[src/rtl/key_pkg.sv]
// rtl/key_pkg.sv - shared state encoding and default timing for key_debounce
package key_pkg;

  localparam logic [1:0] STABLE_HIGH = 2'd0;
  localparam logic [1:0] FILTER_DOWN = 2'd1;
  localparam logic [1:0] STABLE_LOW  = 2'd2;
  localparam logic [1:0] FILTER_UP   = 2'd3;

  localparam int DEF_DEBOUNCE_CYCLES = 1000000;
  localparam int DEF_LONG_CYCLES     = 50000000;
  localparam int DEF_CNT_W           = 26;

  typedef enum logic [1:0] {
    S_HIGH  = STABLE_HIGH,
    S_FDOWN = FILTER_DOWN,
    S_LOW   = STABLE_LOW,
    S_FUP   = FILTER_UP
  } key_state_e;

endpackage

[src/rtl/sync_2ff.sv]
// rtl/sync_2ff.sv - two-flop synchronizer with configurable reset value
module sync_2ff #(
  parameter logic RST_VAL = 1'b0
) (
  input  logic i_clk,
  input  logic i_rst_n,
  input  logic i_d,
  output logic o_q
);

  logic r_sync1;
  logic r_sync2;

  always_ff @(posedge i_clk or negedge i_rst_n) begin
    if (!i_rst_n) begin
      r_sync1 <= RST_VAL;
      r_sync2 <= RST_VAL;
    end else begin
      r_sync1 <= i_d;
      r_sync2 <= r_sync1;
    end
  end

  assign o_q = r_sync2;

endmodule

[src/rtl/key_debounce.sv]
// rtl/key_debounce.sv - key debouncer with level and press/release strobes
// Optional long-press strobe is built only when LONG_PRESS_EN is defined.
module key_debounce
  import key_pkg::*;
#(
  parameter int DEBOUNCE_CYCLES = DEF_DEBOUNCE_CYCLES,
  parameter int LONG_CYCLES     = DEF_LONG_CYCLES,
  parameter int CNT_W           = DEF_CNT_W
) (
  input  logic i_clk,
  input  logic i_rst_n,
  input  logic i_key,
  output logic o_key_level,
  output logic o_press_pulse,
  output logic o_release_pulse,
  output logic o_long_press
);

  localparam logic [CNT_W-1:0] LP_DEB_LAST = CNT_W'(DEBOUNCE_CYCLES - 1);

  logic             w_key_sync;
  key_state_e       r_state;
  key_state_e       w_state_nxt;
  logic [CNT_W-1:0] r_cnt;
  logic [CNT_W-1:0] w_cnt_nxt;
  logic             r_level;
  logic             w_level_nxt;
  logic             r_press;
  logic             w_press_nxt;
  logic             r_release;
  logic             w_release_nxt;

  sync_2ff #(.RST_VAL(1'b1)) u_sync (
    .i_clk   (i_clk),
    .i_rst_n (i_rst_n),
    .i_d     (i_key),
    .o_q     (w_key_sync)
  );

  always_ff @(posedge i_clk or negedge i_rst_n) begin
    if (!i_rst_n) begin
      r_state   <= S_HIGH;
      r_cnt     <= '0;
      r_level   <= 1'b1;
      r_press   <= 1'b0;
      r_release <= 1'b0;
    end else begin
      r_state   <= w_state_nxt;
      r_cnt     <= w_cnt_nxt;
      r_level   <= w_level_nxt;
      r_press   <= w_press_nxt;
      r_release <= w_release_nxt;
    end
  end

  // Any opposite sample in a filter state drops back with the count cleared.
  always_comb begin
    w_state_nxt   = r_state;
    w_cnt_nxt     = r_cnt;
    w_level_nxt   = r_level;
    w_press_nxt   = 1'b0;
    w_release_nxt = 1'b0;
    case (r_state)
      S_HIGH: begin
        if (!w_key_sync) begin
          w_state_nxt = S_FDOWN;
          w_cnt_nxt   = '0;
        end
      end
      S_FDOWN: begin
        if (w_key_sync) begin
          w_state_nxt = S_HIGH;
          w_cnt_nxt   = '0;
        end else if (r_cnt == LP_DEB_LAST) begin
          w_state_nxt = S_LOW;
          w_cnt_nxt   = '0;
          w_level_nxt = 1'b0;
          w_press_nxt = 1'b1;
        end else begin
          w_cnt_nxt = r_cnt + 1'b1;
        end
      end
      S_LOW: begin
        if (w_key_sync) begin
          w_state_nxt = S_FUP;
          w_cnt_nxt   = '0;
        end
      end
      S_FUP: begin
        if (!w_key_sync) begin
          w_state_nxt = S_LOW;
          w_cnt_nxt   = '0;
        end else if (r_cnt == LP_DEB_LAST) begin
          w_state_nxt   = S_HIGH;
          w_cnt_nxt     = '0;
          w_level_nxt   = 1'b1;
          w_release_nxt = 1'b1;
        end else begin
          w_cnt_nxt = r_cnt + 1'b1;
        end
      end
      default: begin
        w_state_nxt = S_HIGH;
        w_cnt_nxt   = '0;
      end
    endcase
  end

  assign o_key_level     = r_level;
  assign o_press_pulse   = r_press;
  assign o_release_pulse = r_release;

`ifdef LONG_PRESS_EN
  localparam logic [CNT_W-1:0] LP_LONG_LAST = CNT_W'(LONG_CYCLES - 1);

  logic [CNT_W-1:0] r_lcnt;
  logic             r_long;
  logic             r_long_done;

  // lcnt only restarts on an accepted press; FILTER_UP bounces merely pause it.
  always_ff @(posedge i_clk or negedge i_rst_n) begin
    if (!i_rst_n) begin
      r_lcnt      <= '0;
      r_long      <= 1'b0;
      r_long_done <= 1'b0;
    end else begin
      r_long <= 1'b0;
      if (r_state == S_FDOWN && w_state_nxt == S_LOW) begin
        r_lcnt      <= '0;
        r_long_done <= 1'b0;
      end else if (r_state == S_LOW) begin
        if (r_lcnt != LP_LONG_LAST) begin
          r_lcnt <= r_lcnt + 1'b1;
        end else if (!r_long_done) begin
          r_long      <= 1'b1;
          r_long_done <= 1'b1;
        end
      end
    end
  end

  assign o_long_press = r_long;
`else
  assign o_long_press = 1'b0;
`endif

endmodule

[config.mk]
export PLATFORM = sky130hd
export DESIGN_NAME = key_debounce
export DESIGN_NICKNAME = d
export VERILOG_FILES = /design/src/rtl/key_pkg.sv /design/src/rtl/sync_2ff.sv /design/src/rtl/key_debounce.sv
export SDC_FILE = /design/constraint.sdc
export NUM_CORES = 1
export LEC_CHECK = 0
export ABC_AREA = 1
export CORE_AREA = 2 2 88 73
export CTS_CLUSTER_SIZE = 25
export DETAILED_ROUTE_END_ITERATION = 16
export DIE_AREA = 0 0 90 75
export GPL_ROUTABILITY_DRIVEN = 0
export GPL_TIMING_DRIVEN = 0
export MAX_ROUTING_LAYER = met4
export PLACE_DENSITY = 0.59
export SYNTH_ARGS = -nofsm -noshare
export SYNTH_HDL_FRONTEND = slang
export SYNTH_SLANG_ARGS = --single-unit
export TNS_END_PERCENT = 10
[constraint.sdc]
create_clock -name i_clk -period 4.6 [get_ports i_clk]
set_clock_uncertainty 0.15 [all_clocks]
set_input_delay 0.92 -clock i_clk [delete_from_list [all_inputs] [get_ports i_clk]]
set_output_delay 0.92 -clock i_clk [all_outputs]
set_load 0.05 [all_outputs]
==> impl_results.md <==
- Final wirelength: about 4600 um
- Hold Buf Count CTS: 0
- Crit path depth: 1
- Fin nets: between 300 and 400
- Post-CTS sizing: 0
- Longest Clk Path Bufs: 2
- Mean Syn Cell Area: about 7.2 um^2
- Gate Count Post-Synth: 298
- Final TNS setup: 0 ns
- Seq cells post-synth: 33
- Worst min-delay path class: flop to flop
- Finished Core Util: 0.412
- Drc violations: 0
- Synthesized cell area: between 2000 and 2500 um^2
- Die Wd: roughly 90 um
- Most frequent cells in the layout: nand2_1, dfrtp_1, nor2_1, inv_1, nand3_1
- Num ports: 7
- Num CTS Buffers: 5
- Initial Utilization: 0.370
- Drt initial violations: 117
- Library cells used by synthesis: 34
- Post-route ant nets: 0
- Via density: 4.63
- Synth top area share: 0.349
- Worst-path clk slew: approximately 0.070 ns
- Area occupied by multi-input gates: roughly 1100 um^2
- Comb pwr share: 0.184
- Synth area leaders: dfrtp_1, nand2_1, nand3_1
- Syn Nets: between 300 and 400
- H-tree depth: 2
- Leakage: 0.00117 uW
- Crit. End Element: output port
- Maximum vdd ir drop: a little over 100 uV
- Die Area: between 6000 and 7000 um^2
- R2R depth: 7
- Clk_lat worst skew: between 0.2 and 0.3 ns
- Root Driver: clkbuf_8
- Buffer and inverter count on the worst path: 1
- Internal power: between 400 and 500 uW
- ANT cells: 0
- Worst Path Required: about 3.5 ns
- Fin. max-slew vios: 0
- RSZ-0062 raised after global routing: false
- FILL cells: approximately 640
- Tot GR Track Use: 0.157
- First-pass GRT wire length: 8020 um
- Slowest-stage cell, CP: clkdlybuf4s50_1
- # rows: 25
- CTS tree: done
- Slew headroom: 0.496
- Worst Hold Path Cells: 0
- Commonest non-fill, non-tap cell in the layout: nand2_1
- Min Hold Slack: ~0.21 ns
- Post-route cell area: about 2400 um^2
- Pre-antenna DRT Iters: 4
- Period utilization: 0.581
- Worst-path maximum fanout: 2
- # Post-CTS Setup Buffers: 0
- CP startpoint kind: flop
- Maximum number of pins on one net before global-route repair: 34
- NetSw: roughly 210 uW
- Global route overflow: 0
- Switching share of power: 0.308
- Sequential fraction of the synthesis area: 0.385
- FF/Latch Area: 830 um^2
- Slew @ Worst Pin: approximately 0.76 ns
- WS Path Type: flop to output port
- Arrival time at the worst endpoint: 1.60 ns
- Reg2reg setup slack: between 2 and 3 ns
- Final setup vio count: 0
- Final min period: 2.67 ns
- Crit-path max cell delay: roughly 0.8 ns
- Hold Fails Final Rpt: 0
- Via count: ~1800
- Drt wl/cell: 11.7 um
- Outcome: finished, final reports clean
- Share of cells above drive strength 1: 0.174
- Antenna violations before repair: 0
- Seq pwr share: 0.460
- Die H: about 75 um
- Power share of the clock group: 0.356
- Placed cell area: around 2300 um^2
- HPWL after DPL: approximately 3400 um
- CP Cell Sequence: clkdlybuf4s50_1
- Layout area overhead: 11.5%
- F_max: 374 MHz
- Vias in the first global route: roughly 1700
- Port Buffers: 5
- Pwr/cell area: roughly 290 nW/um^2
- Cell taking the most area after synthesis: dfrtp_1
- Max Cap Viol: 0
- Clk sink count: 33
- Core region area: 5820 um^2
- Ys Warns: 0
- Crit path max-delay family: buffers and inverters
state kept, by name (all words and copies together), names as in the netlist, named ones only:
name / count
r_state: 1
o_key_level: 1
u_sync.o_q: 1
u_sync.r_sync1: 1
r_cnt: 26
o_press_pulse: 1
o_release_pulse: 1
metrics by stage:
step | std cells | power [uW] | setup WS [ns]
after detailed placement | 384 | 450 | 2.23
after global placement | 384 | 448 | 1.73
after global routing | 392 | 729 | 1.89
after CTS | 392 | 697 | 1.91
final | 392 | 689 | 1.93
after floorplan | 298 | 409 | 2.87
layout make-up:
type | count | area share
timing repair buffer | 5 | 0.0188
clock inverter | 1 | 0.00209
sequential | 33 | 0.346
clock buffer | 7 | 0.0401
buffer | 12 | 0.0339
inverter | 34 | 0.0553
multi-input combinational | 219 | 0.462
tap | 81 | 0.0422
power groups by stage:
stage               Sequential [uW]  Clock, uW  Combinational [uW]
finish                          317        245                 127
global route                    318        270                 141
CTS                             316        252                 129
detailed placement              322          0                 129
global placement                321          0                 127
floorplan                       319          0                90.1
kinds of logic (layout without fill, tap and decap cells):
family,count (synthesis),in the layout,synth area share
AND/OR/NAND/NOR,192,192,0.434
buffers and inverters,46,59,0.0994
flip-flops,33,33,0.385
AO/OA/AOI/OAI,20,20,0.0535
XOR/XNOR,5,5,0.0204
adder cells (fa/ha/maj),1,1,0.00581
other,1,1,0.00174
Yosys cell counts:
cell type / number
a21boi_0: 1
a21oi_1: 1
buf_2: 5
buf_4: 2
buf_6: 3
clkbuf_1: 2
clkinv_1: 1
clkinv_4: 1
conb_1: 1
dfrtp_1: 30
dfstp_2: 3
ha_1: 1
inv_1: 28
inv_2: 4
nand2_1: 96
nand2_2: 5
nand2_4: 3
nand3_1: 27
nand3_2: 9
nand4_1: 11
nor2_1: 29
nor2_2: 4
nor2_4: 3
nor2_8: 1
nor3_1: 2
nor3_2: 1
o21ai_0: 3
o21ai_1: 9
o21bai_1: 2
o221ai_1: 1
o22ai_1: 3
or2_2: 1
xnor2_1: 2
xor2_1: 3
final timing paths:
| kind | end | from |
|---|---|---|
| max | o_key_level | o_key_level |
| min | u_sync.o_q | u_sync.r_sync1 |
| max reg2reg | r_cnt[20] | u_sync.o_q |
| min reg2reg | u_sync.o_q | u_sync.r_sync1 |
| max in group asynchronous | r_cnt[9] | i_rst_n |
| min in group asynchronous | r_cnt[4] | i_rst_n |
per-layer routing:
metal  routed length (um)  part of all wire  vias up  GRT usage
met5                    0                 0        -          -
met4                   67             0.015        0     0.0513
met3                   86             0.019        6     0.0300
met2                 1860              0.41       16      0.235
met1                 2560              0.56      823      0.218
li1                     -                 -      969          -
No activity file was read; power rests on OpenSTA's default activity.
